## src/rtl/nios2_oci_trace_pkg.sv

```systemverilog
`default_nettype none
// ============================================================================
// Module      : nios2_oci_trace_pkg
// Description : Shared capture-state encodings and default sizing for the
//               OCI trace capture block.
// Revision    : 1.0 - initial release
// ============================================================================
package nios2_oci_trace_pkg;

    typedef enum logic [1:0] {
        ST_IDLE    = 2'd0,
        ST_CAPTURE = 2'd1,
        ST_DRAIN   = 2'd2,
        ST_DONE    = 2'd3
    } trace_state_e;

    localparam int c_dct_w_def = 30;
    localparam int c_cnt_w_def = 4;
    localparam int c_depth_def = 16;
    localparam int c_wrap_def  = 0;
    localparam int c_drop_w    = 16;

endpackage
`default_nettype wire

```

## src/rtl/nios2_oci_trace_fifo.sv

```systemverilog
`default_nettype none
// ============================================================================
// Module      : nios2_oci_trace_fifo
// Description : First-word-fall-through trace FIFO with optional
//               overwrite-oldest behaviour when full.
// Revision    : 1.0 - initial release
// ============================================================================
module nios2_oci_trace_fifo #(
    parameter int DATA_W = 34,
    parameter int DEPTH  = 16,
    parameter int WRAP   = 0
) (
    input  logic                       clk,
    input  logic                       reset_n,
    input  logic                       clear,
    input  logic                       wr_en,
    input  logic [DATA_W-1:0]          wr_data,
    input  logic                       rd_en,
    output logic [DATA_W-1:0]          rd_data,
    output logic [$clog2(DEPTH):0]     fill_level,
    output logic                       empty,
    output logic                       lost
);

    localparam int            c_aw    = $clog2(DEPTH);
    localparam logic [c_aw:0] c_depth = (c_aw + 1)'(DEPTH);
    localparam bit            c_wrap  = (WRAP != 0);

    logic [DATA_W-1:0] r_mem [DEPTH];
    logic [c_aw-1:0]   r_wr_ptr;
    logic [c_aw-1:0]   r_rd_ptr;
    logic [c_aw:0]     r_count;

    logic w_full;
    logic w_empty;
    logic w_do_read;
    logic w_lost;
    logic w_overwrite;
    logic w_do_write;
    logic w_inc;

    assign w_full      = (r_count == c_depth);
    assign w_empty     = (r_count == '0);
    assign w_do_read   = rd_en & ~w_empty;
    // A write into a full FIFO is only safe when the head leaves this cycle.
    assign w_lost      = wr_en & w_full & ~w_do_read;
    assign w_overwrite = w_lost & c_wrap;
    assign w_do_write  = wr_en & ~clear & (~w_lost | c_wrap);
    assign w_inc       = w_do_write & ~w_overwrite;

    always_ff @(posedge clk) begin
        if (w_do_write) begin
            r_mem[r_wr_ptr] <= wr_data;
        end
    end

    always_ff @(posedge clk or negedge reset_n) begin
        if (!reset_n) begin
            r_wr_ptr <= '0;
            r_rd_ptr <= '0;
            r_count  <= '0;
        end else if (clear) begin
            r_wr_ptr <= '0;
            r_rd_ptr <= '0;
            r_count  <= '0;
        end else begin
            if (w_do_write) begin
                r_wr_ptr <= r_wr_ptr + 1'b1;
            end
            // Overwriting the head retires it, so the read pointer follows.
            if (w_do_read || w_overwrite) begin
                r_rd_ptr <= r_rd_ptr + 1'b1;
            end
            if (w_inc && !w_do_read) begin
                r_count <= r_count + 1'b1;
            end else if (!w_inc && w_do_read) begin
                r_count <= r_count - 1'b1;
            end
        end
    end

    assign rd_data    = w_empty ? '0 : r_mem[r_rd_ptr];
    assign fill_level = r_count;
    assign empty      = w_empty;
    assign lost       = w_lost & ~clear;

endmodule
`default_nettype wire

```

## src/rtl/nios2_oci_trace_capture.sv

```systemverilog
`default_nettype none
// ============================================================================
// Module      : nios2_oci_trace_capture
// Description : Captures non-empty trace frames into a FIFO under control of
//               an IDLE/CAPTURE/DRAIN/DONE sequencer, tracking lost frames.
// Revision    : 1.0 - initial release
// ============================================================================
module nios2_oci_trace_capture
    import nios2_oci_trace_pkg::*;
#(
    parameter int DCT_W = c_dct_w_def,
    parameter int CNT_W = c_cnt_w_def,
    parameter int DEPTH = c_depth_def,
    parameter int WRAP  = c_wrap_def
) (
    input  logic                     clk,
    input  logic                     reset_n,
    input  logic [DCT_W-1:0]         dct_buffer,
    input  logic [CNT_W-1:0]         dct_count,
    input  logic                     dct_valid,
    input  logic                     arm,
    input  logic                     test_ending,
    input  logic                     test_has_ended,
    input  logic                     rd_ready,
    output logic                     rd_valid,
    output logic [CNT_W+DCT_W-1:0]   rd_data,
    output logic [$clog2(DEPTH):0]   fill_level,
    output logic                     overflow,
    output logic [c_drop_w-1:0]      drop_count,
    output logic [1:0]               state
);

    trace_state_e              r_state;
    logic                      r_overflow;
    logic [c_drop_w-1:0]       r_drop_count;

    logic [CNT_W+DCT_W-1:0]    w_head;
    logic [$clog2(DEPTH):0]    w_fill;
    logic                      w_empty;
    logic                      w_lost;
    logic                      w_cand;
    logic                      w_clear;
    logic                      w_rd_en;

    assign w_cand  = (r_state == ST_CAPTURE) & dct_valid & (dct_count != '0);
    assign w_clear = (r_state == ST_DONE) & arm;
    assign rd_valid = (r_state != ST_IDLE) & ~w_empty;
    assign w_rd_en  = rd_valid & rd_ready;

    nios2_oci_trace_fifo #(
        .DATA_W (CNT_W + DCT_W),
        .DEPTH  (DEPTH),
        .WRAP   (WRAP)
    ) u_fifo (
        .clk        (clk),
        .reset_n    (reset_n),
        .clear      (w_clear),
        .wr_en      (w_cand),
        .wr_data    ({dct_count, dct_buffer}),
        .rd_en      (w_rd_en),
        .rd_data    (w_head),
        .fill_level (w_fill),
        .empty      (w_empty),
        .lost       (w_lost)
    );

    always_ff @(posedge clk or negedge reset_n) begin
        if (!reset_n) begin
            r_state <= ST_IDLE;
        end else begin
            case (r_state)
                ST_IDLE: begin
                    if (arm) r_state <= ST_CAPTURE;
                end
                ST_CAPTURE: begin
                    if (test_ending || test_has_ended) r_state <= ST_DRAIN;
                end
                ST_DRAIN: begin
                    if ((w_fill == '0) && test_has_ended) r_state <= ST_DONE;
                end
                ST_DONE: begin
                    if (arm) r_state <= ST_CAPTURE;
                end
                default: r_state <= ST_IDLE;
            endcase
        end
    end

    always_ff @(posedge clk or negedge reset_n) begin
        if (!reset_n) begin
            r_overflow   <= 1'b0;
            r_drop_count <= '0;
        end else if (w_clear) begin
            r_overflow   <= 1'b0;
            r_drop_count <= '0;
        end else if (w_lost) begin
            r_overflow <= 1'b1;
            if (r_drop_count != '1) begin
                r_drop_count <= r_drop_count + 1'b1;
            end
        end
    end

    assign rd_data    = rd_valid ? w_head : '0;
    assign fill_level = w_fill;
    assign overflow   = r_overflow;
    assign drop_count = r_drop_count;
    assign state      = r_state;

endmodule
`default_nettype wire

```

## config.mk

```make
export PLATFORM = sky130hd
export DESIGN_NAME = nios2_oci_trace_capture
export DESIGN_NICKNAME = d
export VERILOG_FILES = /design/src/rtl/nios2_oci_trace_pkg.sv /design/src/rtl/nios2_oci_trace_fifo.sv /design/src/rtl/nios2_oci_trace_capture.sv
export SDC_FILE = /design/constraint.sdc
export NUM_CORES = 1
export LEC_CHECK = 0
export ABC_AREA = 1
export BUFFER_PORTS_ARGS = -buffer_cell sky130_fd_sc_hd__buf_2
export CAP_MARGIN = 20
export CELL_PAD_IN_SITES_DETAIL_PLACEMENT = 1
export CELL_PAD_IN_SITES_GLOBAL_PLACEMENT = 2
export CORE_MARGIN = 5
export CORE_UTILIZATION = 47
export CTS_BUF_LIST = sky130_fd_sc_hd__clkbuf_4 sky130_fd_sc_hd__clkbuf_8
export DETAILED_ROUTE_END_ITERATION = 10
export HOLD_SLACK_MARGIN = 0.02
export PLACE_DENSITY_LB_ADDON = 0.25
export SYNTH_ARGS = -nofsm -noshare
export SYNTH_HDL_FRONTEND = slang
export SYNTH_SLANG_ARGS = --single-unit
```

## constraint.sdc

```tcl
create_clock -name clk -period 10.7 [get_ports clk]
set_input_delay 0.535 -clock clk [delete_from_list [all_inputs] [get_ports clk]]
set_output_delay 0.535 -clock clk [all_outputs]
set_load 0.03 [all_outputs]
```

==> run metrics <==
status finished clean; hpwl dp 35800 um; FILL cells about 5500; Ports 100; Avg WL per Cell 22.5 um; Final Hold Viols 0; Worst-Margin Slew approximately 1.1 ns; post-CTS setup buffers 0; Final Wtd Congestion 0.757; Final #Nets 2300; GR Util All Layers 0.239; Pins Over Slew Limit 0; Startpoint Class flop; Worst Clk Skew 0.0306 ns; minimum clock period 5.39 ns; vias in the first global route 17600; DRC 0; post-synthesis cell area 24200 sq um; maximum number of pins on one net before global-route repair 130; CTS max path bufs 3; vias post-DR 16500; CTS clk-pin slew, worst paths 0.06 ns; DRT iter0 DRCs 1222; post_cts resized 0; RSZ-0062 raised after global routing no; synth top area cells edfxtp_1 68%, nand2_1 6.3%, nor2_1 6.2%, dfrtp_1 3.3%, nand3_1 3.3%; CP required 10.17 ns; # Max-Cap Violations 0; Synth area leader edfxtp_1; asr flop ratio synth 0.0556; crit path kind reg2out; total grt overflow 0; H-tree depth 3; die area 56000 sq um; placed cell count 2821; top cell type's share of synthesized area 0.676; Power Density 254 nW/um^2; Vias/cell 5.50; Crit Path Max Fanout just under 100; worst skew pair latency 0.66 ns; die height 237 um; final setup fails 0; peak supply drop 208 uV; Fin Setup TNS 0 ns; Yosys reg bits 576; layout cell share with drive strength beyond 1 0.136; main flop type after synthesis edfxtp_1; initial antenna violation count 5; Synth Warn # 0; Gate Count Post-Synth roughly 2100; first-pass GRT wire length between 100000 and 150000 um; Final period util 0.504; Leakage 0.0101 uW; Die Span X 237 um; syn_nets 2187; Crit. End Element primary output; Row Count 83; Max Fclk 0.186 GHz; Yosys cell types 34; Post-synth EDFFs 544; CTS tree done; CP Data Arrival Time 4.85 ns; Slew Limit Headroom 0.283; CTS Buf Count 98; Synth Area per Inst 11.3 sq um; post-synthesis sequential area ratio 0.709; Clock Tree Root clkbuf_8; Pwr Total 6890 uW; CTS Sinks 576; area delta synth->final 12.2%; DR pass1 iterations 5; final wirelength 67600 um; Hold/Removal Path Class in2reg; # port buffers 99; Initial Util 0.473; Core Area 51100 sq um; CTS Hold Buffers Added 1; Post-DRT Antenna Nets 0; non-filler instance count after layout 3003
==> worst max-delay path, stage by stage (launching register included) <==
cell,delay (ns)
dfrtp_4,0.68
buf_4,0.65
buf_4,0.70
buf_4,0.88
nor2_1,0.12
nor2_1,0.13
o21ai_0,0.10
nand3_1,0.12
nand2_1,0.07
nand2_1,0.05
nand2_1,0.06
nor2_1,0.26
buf_2,0.26
==> power by group <==
| part | leakage (uW) | switching [uW] | internal, uW |
|---|---|---|---|
| sequential | 0.00532 | 80.9 | 2550 |
| clock | 0.000973 | 860 | 1000 |
| combinational | 0.00379 | 1770 | 630 |
==> final cells by class <==
class	instances	area, sq um	area share
Multi-Input combinational cell	1334	6120	0.226
Inverter	99	382	0.0141
Clock buffer	133	1620	0.0599
Clock inverter	44	210	0.00775
Timing Repair Buffer	134	764	0.0282
Tap cell	680	851	0.0314
Antenna cell	3	7.51	0.000277
Sequential cell	576	17100	0.632
==> path summary, 6_finish.rpt <==
check / start / to / slack [ns] / cells after the start
worst min-delay path: dct_buffer[2] / u_fifo.r_mem[0][2] / 0.24 / 1
max in group asynchronous: reset_n / u_fifo.r_rd_ptr[0] / 9.53 / 2
worst min register to register: overflow / overflow / 0.53 / 2
worst max register to register: state[0] / u_fifo.r_mem[4][28] / 6.58 / 8
min in group asynchronous: reset_n / state[1] / 0.51 / 2
worst max-delay path: u_fifo.r_rd_ptr[0] / rd_data[15] / 5.31 / 12
==> cell usage after synthesis (2+ instances only) <==
cell,number
edfxtp_1,544
nand2_1,403
nor2_1,402
nand3_1,157
o21ai_0,146
inv_1,94
buf_2,62
o211ai_1,59
a21oi_1,50
o21ai_1,45
clkbuf_1,41
dfrtp_1,32
nor3_1,17
ha_1,15
nor2_2,10
xor2_1,8
buf_6,7
buf_1,6
nand4_1,5
buf_4,4
xnor2_1,4
clkinv_1,3
o21bai_1,3
nand2_2,2
nor3b_1,2
==> per-layer routing <==
metal	routed length, um	up-vias	global-route usage
li1	-	7600	-
met1	28100	8409	0.311
met2	34800	417	0.421
met3	3370	96	0.0374
met4	1330	0	0.0672
met5	0	-	0
==> per-stage QoR <==
step	cell area, sq um	hold slack, ns	util	worst slack, ns
after CTS	27100	0.174	0.530	5.17
final	27100	0.243	0.531	5.31
after detailed placement	25200	0.528	0.494	5.90
after global placement	25200	0.515	0.494	5.96
after global routing	27100	0.208	0.530	4.96
after floorplan	24200	0.239	-	6.42
==> state kept, by name, summed over array words and instances, names as in the netlist <==
| register | cells |
|---|---|
| u_fifo.r_mem | 544 |
| u_fifo.fill_level | 5 |
| overflow | 1 |
| u_fifo.r_wr_ptr | 4 |
| drop_count | 16 |
| state | 2 |
| u_fifo.r_rd_ptr | 4 |
==> logic make-up (layout without fill, tap and decap cells) <==
| family | after synthesis | after routing | share of synthesized area |
|---|---|---|---|
| compound gates | 304 | 304 | 0.0694 |
| flops | 576 | 576 | 0.709 |
| buf+inv | 220 | 410 | 0.0407 |
| simple gates | 1002 | 1002 | 0.168 |
| other cells | 0 | 3 | 0 |
| fa+ha+maj | 16 | 16 | 0.00860 |
| xor+xnor | 12 | 12 | 0.00435 |
==> cell usage in the layout (no fill, tap or decap), types with 45 or more instances in the layout <==
| master | count |
|---|---|
| nor2_1 | 402 |
| o21ai_1 | 45 |
| a21oi_1 | 50 |
| buf_2 | 99 |
| inv_1 | 94 |
| nand3_1 | 157 |
| clkbuf_8 | 100 |
| o21ai_0 | 146 |
| nand2_1 | 403 |
| o211ai_1 | 59 |
| edfxtp_1 | 544 |
(Power assumes the default switching activity.)
